**src/rtl/bram_1rw_arbiter.sv**
```systemverilog
// bram_1rw_arbiter: two-port round-robin arbiter driving a single-port 1RW BRAM with per-port response slots
module bram_1rw_arbiter #(
    parameter int ADDR_WIDTH = 10,
    parameter int DATA_WIDTH = 64
) (
    input  logic                  clk,
    input  logic                  rst_n,
    input  logic                  req_valid_0,
    output logic                  req_ready_0,
    input  logic                  req_write_0,
    input  logic [ADDR_WIDTH-1:0] req_addr_0,
    input  logic [DATA_WIDTH-1:0] req_wdata_0,
    output logic                  resp_valid_0,
    input  logic                  resp_ready_0,
    output logic [DATA_WIDTH-1:0] resp_rdata_0,
    input  logic                  req_valid_1,
    output logic                  req_ready_1,
    input  logic                  req_write_1,
    input  logic [ADDR_WIDTH-1:0] req_addr_1,
    input  logic [DATA_WIDTH-1:0] req_wdata_1,
    output logic                  resp_valid_1,
    input  logic                  resp_ready_1,
    output logic [DATA_WIDTH-1:0] resp_rdata_1,
    output logic                  ram_ena,
    output logic                  ram_wea,
    output logic [ADDR_WIDTH-1:0] ram_addra,
    output logic [DATA_WIDTH-1:0] ram_dina,
    input  logic [DATA_WIDTH-1:0] ram_douta
);
    logic prio_q, prio_d;
    logic inflight_q, inflight_d;
    logic inflight_port_q, inflight_port_d;
    logic slot_valid_0_q, slot_valid_0_d, slot_valid_1_q, slot_valid_1_d;
    logic [DATA_WIDTH-1:0] slot_data_0_q, slot_data_0_d, slot_data_1_q, slot_data_1_d;
    logic elig_0, elig_1, grant_0, grant_1, load_0, load_1;

    // A read is eligible only if nothing is in flight for that port and its slot will be free at the edge
    always_comb begin
        elig_0 = req_valid_0 && (req_write_0 || (!(inflight_q && !inflight_port_q) && (!slot_valid_0_q || resp_ready_0)));
        elig_1 = req_valid_1 && (req_write_1 || (!(inflight_q && inflight_port_q) && (!slot_valid_1_q || resp_ready_1)));
        grant_0 = rst_n && elig_0 && (!elig_1 || !prio_q);
        grant_1 = rst_n && elig_1 && (!elig_0 || prio_q);
        ram_ena = grant_0 || grant_1;
        ram_wea = grant_0 ? req_write_0 : grant_1 ? req_write_1 : 1'b0;
        ram_addra = grant_0 ? req_addr_0 : grant_1 ? req_addr_1 : '0;
        ram_dina = grant_0 ? req_wdata_0 : grant_1 ? req_wdata_1 : '0;
    end

    // Next state: rotate priority, track the in-flight read, fill slots (a load beats a same-edge pop)
    always_comb begin
        prio_d = grant_0 ? 1'b1 : grant_1 ? 1'b0 : prio_q;
        inflight_d = ram_ena && !ram_wea;
        inflight_port_d = inflight_d ? grant_1 : inflight_port_q;
        load_0 = inflight_q && !inflight_port_q;
        load_1 = inflight_q && inflight_port_q;
        slot_valid_0_d = load_0 || (slot_valid_0_q && !resp_ready_0);
        slot_valid_1_d = load_1 || (slot_valid_1_q && !resp_ready_1);
        slot_data_0_d = load_0 ? ram_douta : slot_data_0_q;
        slot_data_1_d = load_1 ? ram_douta : slot_data_1_q;
    end

    // State registers, cleared asynchronously so reset discards in-flight reads and buffered responses
    always_ff @(posedge clk or negedge rst_n) begin
        if (!rst_n) begin
            prio_q          <= 1'b0;
            inflight_q      <= 1'b0;
            inflight_port_q <= 1'b0;
            slot_valid_0_q  <= 1'b0;
            slot_valid_1_q  <= 1'b0;
            slot_data_0_q   <= '0;
            slot_data_1_q   <= '0;
        end else begin
            prio_q          <= prio_d;
            inflight_q      <= inflight_d;
            inflight_port_q <= inflight_port_d;
            slot_valid_0_q  <= slot_valid_0_d;
            slot_valid_1_q  <= slot_valid_1_d;
            slot_data_0_q   <= slot_data_0_d;
            slot_data_1_q   <= slot_data_1_d;
        end
    end

    assign req_ready_0  = grant_0;
    assign req_ready_1  = grant_1;
    assign resp_valid_0 = slot_valid_0_q;
    assign resp_valid_1 = slot_valid_1_q;
    assign resp_rdata_0 = slot_data_0_q;
    assign resp_rdata_1 = slot_data_1_q;
endmodule
```
**config.mk**
```make
export PLATFORM = sky130hd
export DESIGN_NAME = bram_1rw_arbiter
export DESIGN_NICKNAME = d
export VERILOG_FILES = /design/src/rtl/bram_1rw_arbiter.sv
export SDC_FILE = /design/constraint.sdc
export NUM_CORES = 1
export LEC_CHECK = 0
export CAP_MARGIN = 20
export CORE_AREA = 4 4 165 167
export CTS_BUF_LIST = sky130_fd_sc_hd__clkbuf_4 sky130_fd_sc_hd__clkbuf_8 sky130_fd_sc_hd__clkbuf_16
export DETAILED_ROUTE_END_ITERATION = 7
export DIE_AREA = 0 0 169 171
export PLACE_DENSITY = 0.59
export SETUP_SLACK_MARGIN = 0.3
export SYNTH_ARGS = -nofsm -noshare
export SYNTH_HDL_FRONTEND = slang
export SYNTH_SLANG_ARGS = --single-unit
```
**constraint.sdc**
```tcl
create_clock -name clk -period 3.7 [get_ports clk]
set_input_delay 1.11 -clock clk [delete_from_list [all_inputs] [get_ports clk]]
set_output_delay 1.11 -clock clk [all_outputs]
set_load 0.01 [all_outputs]
```
* Word level (Yosys, flattened, before mapping)
Index checks and enable logic that the tools add are counted.
Storage, ports and cells: bits in registers 133, bits of input ports 220, output and inout port bits 208, logic and storage cells 49
Operators by class: mux-type cells 8, reductions and logical operators 34
Operators with widths (number):
- $mux 64 | 2
- $mux 10 | 2
- $logic_and 1x1->1 | 13
- $logic_not 1->1 | 11
- $logic_or 1x1->1 | 9
- $mux 1 | 4
- $reduce_bool 2->1 | 1

* Depth between registers and ports, before layout
depth after elaboration 13, gate-level depth with buffers 7, mapped depth without buffers 5

* Worst setup path before layout
OpenSTA, ideal clock, no wires.
path type input-to-output, from input port resp_ready_1, to output port ram_dina[13], data arrival time 2.238 ns, required time 2.590 ns, setup slack 0.352 ns, stages on the path 6, path buffers 2, cell sequence nand2b_1 a21o_1 a211oi_2 buf_4 buf_4 a22o_1
Between the ends: word-level cells in the longest chain between the ends 8, elaborated cells between the ends (all ways) 11, classes of those cells mux: 2; reduce/logical: 9
Ends and longest elaborated chain:
- start: declaration | RTL line 22 | input logic resp_ready_1,
- $logic_or 1x1->1 * | RTL line 40 | elig_1 = req_valid_1 && (req_write_1 || (!(inflight_q && inflight_port_q) && (!slot_valid_1_q || resp_ready_1) ...
- $logic_and 1x1->1 * | RTL line 40
- $logic_or 1x1->1 * | RTL line 40
- $logic_and 1x1->1 * | RTL line 40
- $logic_and 1x1->1 / $logic_not 1->1 (equally long branches) | RTL line 42, 41
- $logic_and 1x1->1 / $logic_or 1x1->1 (equally long branches) | RTL line 42, 41
- $mux 64 / $logic_and 1x1->1 (equally long branches) | RTL line 46, 41
- $mux 64 * | RTL line 46 | ram_dina = grant_0 ? req_wdata_0 : grant_1 ? req_wdata_1 : '0;
- end: declaration | RTL line 27 | output logic [DATA_WIDTH-1:0] ram_dina,
Every way passes the cells marked *; elsewhere a longest branch is shown, timed or not.

* Worst setup path after layout
from input port resp_ready_1, to output port ram_dina[50]
The elaborated chain is that of the path after synthesis.

==> impl_results.md <==
* Die X-Extent at 169 um
* Effective utilization at floorplan at 22.26%
* Worst Setup Path Type: input pin to output port
* Count of yosys warnings during synthesis at 0
* Placement Rows at 59
* Number of detailed-routing iterations run before antenna repair at 4
* Register-to-Register Setup Slack at 1.78 ns
* Area after detailed placement at 10560 um^2
* Layout net count at 1090
* Number of antenna violations at the first check in global routing at 4
* Total congestion overflow at 0
* Count of max-cap constraint violations at 0
* Ranking of synthesized cells by area: dfrtp_1, mux2_2, a22o_1
* Via count of the first global-routing pass at 5703
* Placeable core region at 25760 um^2
* Setup Viol. Count Final at 15
* Required time worst endpoint at 2.59 ns
* Buffers from clock root to sink, at most at 2
* Final hold violation count at 0
* FFs w/ async S/R, synth at 100.0%
* Largest fanout on the critical path at 6
* Final hold slack at 0.4809 ns
* Detailed-placement wirelength estimate at 20.41 mm
* Clock tree from TritonCTS: done
* Vert. Die Dim at 171 um
* Setup repair after global routing missed its margin: true
* Nature of the critical path startpoint: input pin
* Count of mapped cells out of synthesis at 394
* Combinational power share at 44.6%
* Fin worst setup slack at -0.04464 ns
* Maximum number of pins on one net before global-route repair at 74
* Clock period minus worst slack at 3.745 ns
* Area added between synthesis and finish at 101.1%
* Final standard cell count with taps included and fillers excluded at 1222
* Detailed-route via count at 5371
* Post-synthesis instance area at 5736 um^2
* GR Util All Layers at 17.56%
* Die Outline Area at 28900 um^2
* Synthesized area divided by synthesized cell count at 14.56 um^2
* R2r endpoint: resp_rdata_0[36]
* Syn nets at 614
* Total number of H-tree levels at 4
* Final core utilization at 44.78%
* Leakage at 5.009 nW
* Via-to-Cell Ratio at 4.395
* Placed cell count at 1154
* Highest clock frequency the design can meet at 267.0 MHz
* Clock insertion delay at the later pin of the skew report at 0.41 ns
* Most used standard cells in the synthesized netlist: dfrtp_1, mux2_2, a22o_1
* Sw Ratio at 29.92%
* Most numerous cell in the Yosys netlist: dfrtp_1
* Slew Viols, Final at 0
* Sequential share of the synthesized area at 58.03%
* Detailed Route WL at 27.03 mm
* Max_slew headroom at 35.22%
* Final weighted congestion in routability-driven placement at 0.8477
* Internal Pwr Total at 0.005400 W
* Violations in the final reports: setup timing
* Pwr/cell area at 667.9 nW/um^2
* Final period util at 101.2%
* Fillcell total at 2417
* Worst Reg-to-Reg Cells at 3
* Ports placed on the boundary at 428
* Count of state elements after synthesis at 133
* Data arrival time of the critical path at 2.63 ns
* Classification of the worst-slack hold path: input pin to async pin
* Netlist cell types at 21
* First-pass GRT wire length at 37.71 mm
* Portion of total power attributed to sequential cells at 32.2%
* Share of cells above drive strength 1 at 36.13%
* Detailed-route DRC error count at 0
* Reported net switching power at 0.002305 W
* Share of the synthesized area in the top cell type at 58.03%
* Sequential cell area at 3328 um^2
* Multi-input gate area at 2336 um^2
* Wirelength per Cell at 22.12 um
* Leading register cell type out of synthesis: dfrtp_1
* Number of buffers inserted during clock tree synthesis at 17
* Transition time at the pin with the least slew margin at 0.9717 ns
* Clock network fraction of total power at 23.1%
* Status: finished, violations left
* Clk root buf: clkbuf_16
* Reg2reg start: inflight_port_q
* Worst-case clock skew at 0.008131 ns
* Antenna Nets Post-Route at 0
* CTS sink cnt at 133
* Number of buffers added on ports at 427
* Clock-pin slew on the worst setup and hold paths at 0.06 ns
* Worst ir drop on vdd at 0.0003564 V
* DR iter-0 viols at 178
* Pre-CTS WS at -0.7269 ns
* Sort of element at the end of the critical path: output port
* Number of enable flip-flop cells after synthesis at 0
* Cell taking the most area after synthesis: dfrtp_1
* Fin area at 11540 um^2
-- state kept, by name, indices dropped and copies added (netlist names) --
name             cells
resp_rdata_0        64
resp_rdata_1        64
inflight_port_q      1
inflight_q           1
prio_q               1
resp_valid_0         1
resp_valid_1         1
-- worst max path at each step --
stage,start,endpoint,slack [ns],cells after the start
6_report,resp_ready_1,ram_dina[50],-0.04,10
5_1_grt,resp_ready_1,ram_dina[51],-0.13,10
4_1_cts,resp_ready_1,ram_dina[16],-0.06,10
3_5_place_dp,resp_ready_1,ram_dina[1],-0.73,8
3_3_place_gp,resp_ready_0,ram_wea,-0.69,8
2_1_floorplan,resp_ready_1,ram_dina[13],0.35,6
-- critical path, cell delays in order --
cell	delay, ns
buf_6	0.09
nand2b_4	0.14
a21o_1	0.19
a211oi_4	0.33
buf_4	0.18
buf_6	0.10
buf_16	0.12
buf_4	0.11
a22o_1	0.13
buf_2	0.14
-- layout make-up --
cell class | count | share of cell area, %
timing repair buffer | 487 | 41.69
sequential | 133 | 28.85
multi-input combinational | 227 | 20.25
clock buffer | 19 | 3.872
tap | 335 | 3.633
clock inverter | 13 | 1.486
inverter | 4 | 0.1302
antenna | 4 | 0.08677
-- cells by family (layout without fill, tap and decap cells) --
group	count (synthesis)	in the layout	share of synthesized area (%)
AO/OA/AOI/OAI	85	85	12.74
buffers and inverters	34	523	2.967
flip-flops	133	133	58.03
multiplexers	128	128	25.13
other	0	4	0
AND/OR/NAND/NOR	14	14	1.135
-- per-layer routing --
layer | global-route usage (%) | wire length (um) | up-vias
li1 | - | - | 2435
met1 | 19.31 | 10140 | 2636
met2 | 31.53 | 14000 | 263
met3 | 5.915 | 2104 | 37
met4 | 6.510 | 787 | 0
met5 | 0 | 0 | -
-- cells in the final DEF, fill, tap and decap left out, types with 2 or more instances in the layout --
cell | Yosys | final
buf_2 | 19 | 63
buf_8 | 0 | 4
buf_6 | 0 | 39
inv_6 | 0 | 3
buf_12 | 0 | 6
bufinv_16 | 0 | 3
a21oi_4 | 0 | 2
nand2_1 | 6 | 3
a22o_1 | 75 | 73
nand2_2 | 0 | 2
inv_1 | 4 | 4
a22o_4 | 0 | 2
buf_16 | 0 | 6
clkdlybuf4s15_2 | 0 | 2
nor2_1 | 3 | 2
nand2b_4 | 0 | 3
clkdlybuf4s50_1 | 0 | 342
buf_4 | 5 | 19
clkinv_2 | 0 | 2
clkinv_4 | 0 | 3
dfrtp_1 | 133 | 133
clkbuf_16 | 0 | 20
mux2_2 | 128 | 128
diode_2 | 0 | 4
-- power by group through the flow --
stage,clock network [W],registers [W],logic [W]
final,0.00178,0.00248,0.00344
after global routing,0.00190,0.00257,0.00365
after CTS,0.00185,0.00249,0.00346
after detailed placement,0,0.00249,0.00340
after global placement,0,0.00247,0.00341
after floorplan,0,0.00282,0.000881
-- per-stage QoR --
| step | setup TNS (ns) | total power (W) |
|---|---|---|
| 6_report | -0.2577 | 0.007705 |
| 5_1_grt | -2.691 | 0.008120 |
| 4_1_cts | -0.9232 | 0.007794 |
| 3_5_place_dp | -49.82 | 0.005893 |
| 3_3_place_gp | -49.22 | 0.005874 |
| 2_1_floorplan | 0 | 0.003697 |
-- what timing repair did --
item	in CTS	in global routing
hold buffers	0	0
resized for setup	376	20
setup buffers	17	4
gates cloned	7	4
setup endpoints to repair	78	77
hold endpoints to repair	0	0
pin swaps	41	41
No activity file was read; power rests on OpenSTA's default activity.
